**config.mk**
```make
export PLATFORM = sky130hd
export DESIGN_NAME = ccff_chain_loader
export DESIGN_NICKNAME = d
export VERILOG_FILES = /design/src/rtl/ccff_chain_loader.sv
export SDC_FILE = /design/constraint.sdc
export NUM_CORES = 1
export LEC_CHECK = 0
export ABC_CLOCK_PERIOD_IN_PS = 2050
export CAP_MARGIN = 20
export CORE_MARGIN = 4
export CORE_UTILIZATION = 40
export CTS_CLUSTER_DIAMETER = 120
export DETAILED_ROUTE_END_ITERATION = 16
export DONT_BUFFER_PORTS = 1
export PLACE_DENSITY = 0.53
export SYNTH_ARGS = -nofsm -noshare
export SYNTH_HDL_FRONTEND = slang
export SYNTH_SLANG_ARGS = --single-unit
```
**constraint.sdc**
```tcl
create_clock -name clk -period 2.05 [get_ports clk]
set_input_delay 0.205 -clock clk [delete_from_list [all_inputs] [get_ports clk]]
set_output_delay 0.205 -clock clk [all_outputs]
set_load 0.03 [all_outputs]
```
**src/rtl/ccff_chain_loader.sv**
```systemverilog
// ccff_chain_loader: streams configuration words LSB-first into a CCDFF chain, then pulses cfg_en.
// Optional chain tail continuity/stuck-at check is built when CCFF_TAIL_CHECK_EN is defined.
module ccff_chain_loader #(
    parameter int CHAIN_LEN = 64,
    parameter int WORD_W    = 8
) (
    input  logic              clk,
    input  logic              reset,
    input  logic              start,
    input  logic              in_valid,
    input  logic [WORD_W-1:0] in_data,
    output logic              in_ready,
    output logic              ccff_reset_b,
    output logic              ccff_head,
    output logic              ccff_shift_en,
    input  logic              ccff_tail,
    output logic              cfg_en,
    output logic              busy,
    output logic              done,
    output logic              cfg_err
);
    localparam int NWORDS = (CHAIN_LEN + WORD_W - 1) / WORD_W;
    localparam int BW = $clog2(WORD_W + 1);
    localparam int SW = $clog2(CHAIN_LEN + 1);
    localparam int TW = $clog2(NWORDS + 1);
    localparam logic [BW-1:0] LAST_M1 = BW'(CHAIN_LEN - (NWORDS - 1) * WORD_W - 1);
    localparam logic [BW-1:0] FULL_M1 = BW'(WORD_W - 1);
    localparam logic [SW-1:0] LEN = SW'(CHAIN_LEN);
    localparam logic [TW-1:0] NW = TW'(NWORDS);
    localparam logic [TW-1:0] LAST_WORD = TW'(NWORDS - 1);

    typedef enum logic [2:0] {IDLE, CLEAR, SHIFT, APPLY, DONE} state_t;

    state_t            state_q, state_d;
    logic [WORD_W-1:0] word_q, word_d;
    logic [BW-1:0]     bits_left_q, bits_left_d;
    logic [TW-1:0]     words_q, words_d;
    logic [SW-1:0]     shift_cnt_q, shift_cnt_d;
    logic              in_ready_q, in_ready_d;
    logic              reset_b_q, reset_b_d;
    logic              head_q, head_d;
    logic              shift_en_q, shift_en_d;
    logic              cfg_en_q, cfg_en_d;
    logic              busy_q, busy_d;
    logic              done_q, done_d;
    logic              err_q, err_d;
    logic              hs;

    assign hs = in_valid && in_ready_q;

`ifdef CCFF_TAIL_CHECK_EN
    logic first_q, first_d;
    always_comb first_d = (shift_en_d && shift_cnt_q == '0) ? head_d : first_q;
    always_ff @(posedge clk) first_q <= reset ? 1'b0 : first_d;
`else
    logic unused_tail;
    assign unused_tail = ccff_tail;
`endif

    always_comb begin
        state_d     = state_q;
        word_d      = word_q;
        bits_left_d = bits_left_q;
        words_d     = words_q;
        shift_cnt_d = shift_cnt_q;
        head_d      = head_q;
        shift_en_d  = 1'b0;
        cfg_en_d    = 1'b0;
        reset_b_d   = 1'b1;
        done_d      = done_q;
        err_d       = err_q;
        case (state_q)
            IDLE, DONE: if (start) begin
                state_d     = CLEAR;
                reset_b_d   = 1'b0;
                done_d      = 1'b0;
                err_d       = 1'b0;
                bits_left_d = '0;
                words_d     = '0;
                shift_cnt_d = '0;
            end
            CLEAR: state_d = SHIFT;
            SHIFT: if (shift_cnt_q == LEN) begin
                state_d  = APPLY;
                cfg_en_d = 1'b1;
            end else if (hs) begin
                // bit 0 goes straight to the head; the register keeps the rest
                head_d      = in_data[0];
                word_d      = in_data >> 1;
                bits_left_d = (words_q == LAST_WORD) ? LAST_M1 : FULL_M1;
                words_d     = words_q + 1'b1;
                shift_en_d  = 1'b1;
                shift_cnt_d = shift_cnt_q + 1'b1;
            end else if (bits_left_q != '0) begin
                head_d      = word_q[0];
                word_d      = word_q >> 1;
                bits_left_d = bits_left_q - 1'b1;
                shift_en_d  = 1'b1;
                shift_cnt_d = shift_cnt_q + 1'b1;
            end
            APPLY: begin
                state_d = DONE;
                done_d  = 1'b1;
            end
            default: state_d = IDLE;
        endcase
`ifdef CCFF_TAIL_CHECK_EN
        if ((shift_en_q && ccff_tail) || (state_q == APPLY && ccff_tail != first_q))
            err_d = 1'b1;
`endif
        in_ready_d = state_d == SHIFT && bits_left_d == '0 && words_d < NW;
        busy_d     = state_d == CLEAR || state_d == SHIFT || state_d == APPLY;
    end

    always_ff @(posedge clk) begin
        if (reset) begin
            state_q     <= IDLE;
            word_q      <= '0;
            bits_left_q <= '0;
            words_q     <= '0;
            shift_cnt_q <= '0;
            in_ready_q  <= 1'b0;
            reset_b_q   <= 1'b1;
            head_q      <= 1'b0;
            shift_en_q  <= 1'b0;
            cfg_en_q    <= 1'b0;
            busy_q      <= 1'b0;
            done_q      <= 1'b0;
            err_q       <= 1'b0;
        end else begin
            state_q     <= state_d;
            word_q      <= word_d;
            bits_left_q <= bits_left_d;
            words_q     <= words_d;
            shift_cnt_q <= shift_cnt_d;
            in_ready_q  <= in_ready_d;
            reset_b_q   <= reset_b_d;
            head_q      <= head_d;
            shift_en_q  <= shift_en_d;
            cfg_en_q    <= cfg_en_d;
            busy_q      <= busy_d;
            done_q      <= done_d;
            err_q       <= err_d;
        end
    end

    assign in_ready      = in_ready_q;
    assign ccff_reset_b  = reset_b_q;
    assign ccff_head     = head_q;
    assign ccff_shift_en = shift_en_q;
    assign cfg_en        = cfg_en_q;
    assign busy          = busy_q;
    assign done          = done_q;
    assign cfg_err       = err_q;
endmodule

```
-- Yosys cells after proc, flatten, opt, wreduce, memory -nomap -nowiden
Index checks and enable logic that the tools add are counted.
- output and inout bits: 8
- word-level logic and storage cells: 75
- bits in registers: 33
- input port bits: 13
- add/subtract/negate cells: 3
- magnitude comparators: 1
- bitwise logic cells: 3
- reductions and logical operators: 18
- equal/unequal tests: 11
- mux-type cells: 27
- operators by type and width (cell ; count):
    $mux 4 ; 7
    $mux 7 ; 4
    $mux 8 ; 2
    $pmux 4 s2 ; 2
    $pmux 7 s2 ; 1
    $eq 3x2->1 const B ; 4
    $pmux 3 s4 ; 1
    $add 7x1->7 const B ; 1
    $eq 7x7->1 const B ; 1
    $mux 1 ; 7
    $eq 3x1->1 const B ; 2
    $mux 3 ; 2
    $reduce_bool 2->1 ; 3
    $reduce_or 2->1 ; 3
    $add 4x1->4 const B ; 1
    $logic_not 4->1 ; 1
    $lt 4x4->1 const B ; 1
    $ne 2x2->1 const B ; 2
    $reduce_and 4->1 ; 1
    $reduce_bool 4->1 ; 1
    $sub 4x1->4 const B ; 1
    $eq 3x3->1 const B ; 1
    $logic_and 1x1->1 ; 3
    $logic_not 3->1 ; 1
    other kinds (7) ; 10

-- Depth between registers and ports, before layout
Gate-level depths: netlist (run 1).
- depth in word-level cells: 8
- gate-level depth with buffers: 8
- mapped depth without buffers: 7

-- Least setup slack after synthesis (run 1)
Ideal clock, no wire load.
- kind: register to register
- start: reg bits_left_q[0]
- end: reg head_q (netlist: ccff_head)
- arrival: 1.735 ns
- stages on the path, launching flop included: 9
- data required time: 1.908 ns
- period minus slack after synthesis: 1.877 ns
- library setup time: 0.142 ns
- path slack: 0.173 ns
- path buffers: 2
- cell sequence: dfxtp_1 -> inv_1 -> ha_1 -> or3b_2 -> o221a_1 -> buf_6 -> buf_6 -> nor2_1 -> a311oi_2
- longest elaborated chain between the ends: 3
- ends and longest elaborated chain (item ; RTL line ; text):
    start: declaration ; 36 ; logic [BW-1:0] bits_left_q, bits_left_d;
    start signal: assignment ; 133 ; bits_left_q <= bits_left_d;
    $reduce_bool 4->1 ; 94 ; end else if (bits_left_q != '0) begin
    $reduce_bool 2->1 (no line) ; -- ;
    $reduce_and 3->1 (no line) ; -- ;
    end signal: assignment ; 124 ; head_q <= 1'b0;
    end signal: assignment ; 138 ; head_q <= head_d;
    end: declaration ; 41 ; logic head_q, head_d;
No other way between the ends.
A chain may end at the register's enable or synchronous reset.

-- Final worst setup path (run 1)
- start: reg bits_left_q[1]
- end: reg shift_cnt_q[6]
- longest elaborated chain between the ends: 3
- ends and longest elaborated chain (item ; RTL line ; text):
    $reduce_bool 4->1 ; 94 ;
    $ne 3x3->1 (no line) ; -- ;
    $reduce_and 4->1 (no line) ; -- ;
    end signal: assignment ; 135 ; shift_cnt_q <= shift_cnt_d;
    end: declaration ; 38 ; logic [SW-1:0] shift_cnt_q, shift_cnt_d;
No other way between the ends.

==> results of run 1 <==
[report_power, final]
part / total (mW) / leakage (nW) / internal, mW / switching, mW
Combinational: 0.147 / 0.346 / 0.0618 / 0.0851
Sequential: 0.662 / 0.259 / 0.637 / 0.0255
Clock: 0.456 / 0.0410 / 0.230 / 0.225
Total: 1.26 / 0.646 / 0.929 / 0.336
[critical path, delay by kind of cell (launching register included)]
| family | cells | cell delay, ns |
|---|---|---|
| compound gates | 1 | 0.15 |
| buf+inv | 2 | 0.24 |
| xor+xnor | 1 | 0.15 |
| flops | 1 | 0.37 |
| fa+ha+maj | 1 | 0.22 |
| simple gates | 3 | 0.63 |
[final cells by class]
| class | count | area (um^2) |
|---|---|---|
| multi-input cells | 137 | 952 |
| flip-flops and latches | 32 | 641 |
| inverters | 8 | 30.0 |
| well taps | 50 | 62.6 |
| fillers | 376 | 2090 |
| clock inverters | 1 | 5.00 |
| repair buffers | 19 | 148 |
| clock buffers | 6 | 72.6 |
[kinds of logic after synthesis]
logic type / synth area share [%]
buffers and inverters: 4.94
adders and majority gates: 3.04
other: 0.228
xor gates and xnor gates: 4.26
AOI/OAI and AO/OA: 20.6
muxes: 1.22
DFF: 38.9
and+or+nand+nor: 26.8
[synth_stat cells, drive strengths merged (3+ instances only)]
master	number
o21ai	4
inv	8
nor2b	3
xor2	4
nor3	3
a311oi	7
nand2	25
nand3	5
nor2	27
xnor2	4
ha	4
buf	6
dfxtp	32
nand2b	5
a21oi	8
or3	4
[worst paths after layout]
kind | endpoint | cells past startpoint | startpoint
max reg2reg | shift_cnt_q[6]$_SDFFE_PP0P_ | 8 | bits_left_q[1]$_SDFF_PP0_
min | state_q[1]$_SDFF_PP0_ | 1 | reset
min reg2reg | word_q[1]$_SDFFE_PP0P_ | 2 | word_q[2]$_SDFFE_PP0P_
max | shift_cnt_q[6]$_SDFFE_PP0P_ | 8 | bits_left_q[1]$_SDFF_PP0_
[through the flow]
stage | hold WS [ns] | power (mW) | utilization, % | setup WS, ns | std cells
finish | 0.0121 | 1.26 | 47.8 | 0.156 | 253
global route | 0.0184 | 1.32 | 47.8 | 0.0229 | 253
CTS | 0.00950 | 1.27 | 45.7 | 0.00602 | 245
detailed placement | 0.280 | 0.800 | 43.3 | -0.0108 | 236
global placement | 0.279 | 0.797 | 43.3 | 0.0594 | 236
floorplan | 0.277 | 0.776 | - | 0.173 | 184
[timing repair]
item | in CTS | in global routing
resized for setup | 0 | 3
hold endpoints to repair | 21 | 0
gates cloned | 0 | 1
hold buffers | 2 | 0
buffers inserted | 0 | 7
endpoints found under the setup margin | 1 | 12
pin swaps | 1 | 1
[registers in the layout (all words and copies together), names as in the netlist]
name           flops
in_ready           1
word_q             7
shift_cnt_q        7
busy               1
ccff_head          1
state_q            3
ccff_reset_b       1
ccff_shift_en      1
done               1
cfg_en             1
words_q            4
bits_left_q        4
[cells in the final DEF, fill, tap and decap left out, types with 2 or more instances in the layout]
cell,count
a21o_1,2
dlygate4sd3_1,2
mux2i_1,2
inv_1,8
nor3_1,3
xor2_1,4
o21ai_0,3
nor2_1,26
nand3_1,5
a211oi_2,2
o21a_1,2
nor2b_1,3
or3_1,4
a311oi_2,7
clkbuf_8,5
xnor2_1,4
a21oi_1,8
ha_1,4
dfxtp_1,32
nor4_2,2
a32oi_1,2
nand2b_1,5
buf_4,17
nand2_1,25
nand3b_1,2
[per-layer routing]
metal	wire (um)	vias to the layer above	global-route usage (%)
li1	-	681	-
met1	1590	648	17.2
met2	1780	33	23.5
met3	215	12	4.29
met4	83	0	7.52
met5	0	-	0
==> run metrics, run 1 <==
outcome complete, no violations; skew final between 0.003 and 0.004 ns; worst hold path type in2reg; final count of negative-setup-slack endpoints 0; endpoints failing hold 0; Post-synth EDFFs 0; cells after synthesis 184; Final Slew Violations 0; Syn Area/Cell a little under 9 um^2; # IOs 21; Worst-Skew Late Latency 0.28 ns; RSZ-0062 raised after global routing no; max-cap viol count 0; initial drt markers 73; GRT Util Overall 14.4%; Core ar. 4000 um^2; drt via density 5.43; worst endpoint data arrival time around 2.1 ns; Crit Path Class reg2reg; Setup TNS Final 0 ns; port bufs 0; Synth top area share 38.9%; P_leak 0.646 nW; sequential-to-total area share from yosys stat 38.9%; R2R Setup Slk 0.16 ns; Post-synth top flop dfxtp_1; Post-DRT Antenna Nets 0; Clock Tree Root clkbuf_8; VDD IR max 0.000405 V; Synth area leader dfxtp_1; CP startpoint kind register; post-synth net total between 200 and 250; clk slew on worst S/H paths 0.06 ns; # DRC 0; Synth cell types 49; Syn Std Cell Area 1650 um^2; Synth warnings 0; Slew Limit Headroom 34.3%; vias in the first global route about 1300; CTS Buf Count 5; Power Density 662 nW/um^2; DP Area roughly 1700 um^2; post-layout min period 1.89 ns; CP peak stage delay 0.37 ns; die area 5200 um^2; Detail Placement HPWL 2490 um; initial antenna violation count 0; Final Cell Area 1910 um^2; Worst Path Max Fanout 5; Peak Freq approximately 530 MHz; fin crit share 92.4%; ranking of synthesized cells by area dfxtp_1 (39%), a311oi_2 (6.4%), nor2_1 (5.9%); largest net degree at the start of global routing 22; Die Y 72.1 um; drt wl/cell around 14 um; CP required 2.22 ns; CP max stage cell dfxtp_1; first-pass detailed-route iteration total 5; first-pass GRT wire length ~5800 um; grt ovf 0; share of layout cells above drive strength 1 between 20 and 25%; Total Wirelength roughly 3700 um; final net count 220; maximum root-to-sink buffer count 2; CTS tree built; register bit total from synthesis 32; diodes inserted 0; DR vias approximately 1400; Critical Path Sink Type register; num rows 23; Chip Width 72.1 um; routability cong. 0.845; TritonCTS Sinks 32; Synth-to-Final Area Change 16.1%; worst-margin pin slew between 0.9 and 1 ns; Cell Chain, Critical Path inv_1 > ha_1 > or3b_4 > o221ai_4 > buf_4 > nor4_2 > xnor2_1 > nor2_1; H-tree Lvls 2; Async SR Flop Fraction 0%; Starting Density 41.1%
(Power assumes the default switching activity.)
==> inputs of run 2 (changes only) <==
CELL_PAD_IN_SITES_DETAIL_PLACEMENT = 0   (was not set)
CELL_PAD_IN_SITES_GLOBAL_PLACEMENT = 1   (was not set)
PLACE_DENSITY = 0.67   (was 0.53)
==> run 2 against run 1 <==
Compared with the run above:
- flip-flop and latch count unchanged
- fmax up 1.9%
- worst setup slack better by 0.035 ns
- global-route usage up 0.56 points
- routed wire length down 1.3%
- utilization down 1.2 points
- combinational power down 5%
- non-clock buffer count down 7
- critical path type unchanged
- critical endpoint is now bits_left_q[1]$_SDFF_PP0_
==> run metrics, run 2 (synthesized netlist as in run 1, its figures left out) <==
Finished Layout Cells 245 (-3.2%); Peak Freq 538 MHz (+1.9%); largest net degree at the start of global routing 23 (+4.5%); Chip Width 72.1 um (unchanged); CP peak stage delay 0.42 ns (+0.05 ns); port bufs 0 (unchanged); maximum root-to-sink buffer count 2 (unchanged); share of layout cells above drive strength 1 20.0% (-2.2 points); first-pass GRT wire length 6030 um (+4.2%); P_leak 0.623 nW (-3.4%); hold_ws 0.0128 ns (+0.000741 ns); Crit Path Class reg2reg; fin crit share 90.6% (-1.7 points); clk slew on worst S/H paths 0.06 ns (about the same); leading cell type in the layout, fill and taps excluded dfxtp_1; Stages on worst setup path 7 (-1); filler instances 397 (+5.6%); Worst Path Max Fanout 8 (+3); CTS tree built; most frequent cells in the layout dfxtp_1 (32), nor2_1 (26), nand2_1 (25), buf_4 (11); final count of negative-setup-slack endpoints 0 (unchanged); Synth-to-Final Area Change 13.2%; Setup TNS Final 0 ns (unchanged); initial antenna violation count 0 (unchanged); first-pass detailed-route iteration total 4 (-1); worst-margin pin slew 1.02 ns (+0.0351 ns); routability cong. 0.789 (-6.6%); CP max stage cell or3b_4; R2R Setup Slk 0.19 ns (+0.04 ns); max-cap viol count 0 (unchanged); TritonCTS Sinks 32 (unchanged); largest registers shift_cnt_q: 7 flops, word_q: 7 flops; VDD IR max 0.000301 V (-26%); post-layout min period 1.86 ns (-0.0354 ns); # DRC 0 (unchanged); initial drt markers 64 (-12%); H-tree Lvls 2 (unchanged); Total Wirelength 3610 um (-1.3%); Worst-Skew Late Latency 0.28 ns (about the same); Core ar. 4000 um^2 (unchanged); num rows 23 (unchanged); CP startpoint kind register; Starting Density 41.1% (unchanged); Cell Chain, Critical Path inv_1 > ha_1 > or3b_4 > o221ai_4 > a32oi_1 > a21o_1 > nor2b_1; FF/Latch Area 641 um^2 (unchanged); reg2reg path depth 7 (-1); DR vias 1324 (-3.6%); RSZ-0062 raised after global routing no; GRT Util Overall 15.0% (+0.56 points); CTS Buf Count 5 (unchanged); worst r2r dst bits_left_q[1]$_SDFF_PP0_; endpoints failing hold 0 (unchanged); Detail Placement HPWL 2500 um (+0.61%); # IOs 21 (unchanged); Power Density 708 nW/um^2 (+6.9%); Die Y 72.1 um (unchanged); worst-case hold path end point state_q[1]$_SDFF_PP0_; Slew Limit Headroom 31.9% (-2.4 points); Critical Path Sink Type register; worst hold path type in2reg; drt via density 5.40 (-0.49%); CP Buf/Inv Count 1 (-1); Clock Tree Root clkbuf_8; worst endpoint data arrival time 1.98 ns (-0.08 ns); delay-heaviest family, CP compound AO/OA/AOI/OAI gates; Post-DRT Antenna Nets 0 (unchanged); multi-input logic area 940 um^2 (-1.3%); final net count 212 (-3.6%); Place WS 0.0736 ns (+0.0843 ns); die area 5200 um^2 (unchanged); CP required 2.18 ns (-0.04 ns); diodes inserted 0 (unchanged); WHS Path Cells 1 (unchanged); worst r2r src bits_left_q[0]$_SDFF_PP0_; Total Power 1.32 mW (+4.2%); Hold Path Origin reset; grt ovf 0 (unchanged); setup ws final 0.192 ns (+0.0354 ns); post-placement cell count 236 (unchanged); drt wl/cell 14.8 um (+1.9%); outcome complete, no violations; Final Slew Violations 0 (unchanged); vias in the first global route 1278 (+1.7%); skew final 0.00278 ns (-0.000700 ns)
run 2: per-layer routing:
layer	global-route usage (%)	routed length [um]	up-vias	share of wire, %
li1	-	-	659	-
met1	18.7	1660	637	46
met2	24.3	1740	22	48
met3	4.99	147	6	4.1
met4	5.01	62	0	1.7
met5	0	0	-	0
run 2: layout make-up:
type,count,share of cell area (%)
multi-input combinational,136,50.5
sequential,32,34.4
clock buffer,7,5.17
timing repair buffer,12,4.97
tap,50,3.36
inverter,8,1.61
run 2: worst max-delay path by stage:
| stage | start | endpoint | slack [ns] |
|---|---|---|---|
| 3_3_place_gp | bits_left_q[0]$_SDFF_PP0_ | in_ready$_SDFF_PP0_ | 0.09 |
| 6_report | bits_left_q[0]$_SDFF_PP0_ | bits_left_q[1]$_SDFF_PP0_ | 0.19 |
| 2_1_floorplan | bits_left_q[0]$_SDFF_PP0_ | ccff_head$_SDFFE_PP0P_ | 0.17 |
| 4_1_cts | bits_left_q[0]$_SDFF_PP0_ | bits_left_q[1]$_SDFF_PP0_ | 0.04 |
| 5_1_grt | bits_left_q[1]$_SDFF_PP0_ | bits_left_q[1]$_SDFF_PP0_ | 0.05 |
| 3_5_place_dp | bits_left_q[0]$_SDFF_PP0_ | in_ready$_SDFF_PP0_ | 0.07 |
run 2: worst register-to-register path: stages, from the launching register on:
cell and delay [ns]:
dfxtp_1 0.35, inv_1 0.07, ha_1 0.16, or3b_4 0.42, o221ai_4 0.28, a32oi_1 0.12, a21o_1 0.19, nor2b_1 0.13
run 2: repair_timing:
action | in CTS | in global routing
hold endpoints to repair | 22 | 0
hold buffers | 1 | 0
gates resized for setup | 0 | 3
setup endpoints to repair | 0 | 12
setup buffers | 0 | 1
run 2: power by group:
group / switching, mW / total, mW / internal (mW)
logic: 0.0840 / 0.139 / 0.0553
clock network: 0.221 / 0.520 / 0.299
registers: 0.0224 / 0.659 / 0.637
total: 0.327 / 1.32 / 0.991
run 2: metrics by stage:
step,utilization (%),area (um^2)
2_1_floorplan,-,1650
3_3_place_gp,43.3,1730
3_5_place_dp,43.3,1730
4_1_cts,45.9,1840
5_1_grt,46.5,1860
6_report,46.5,1860
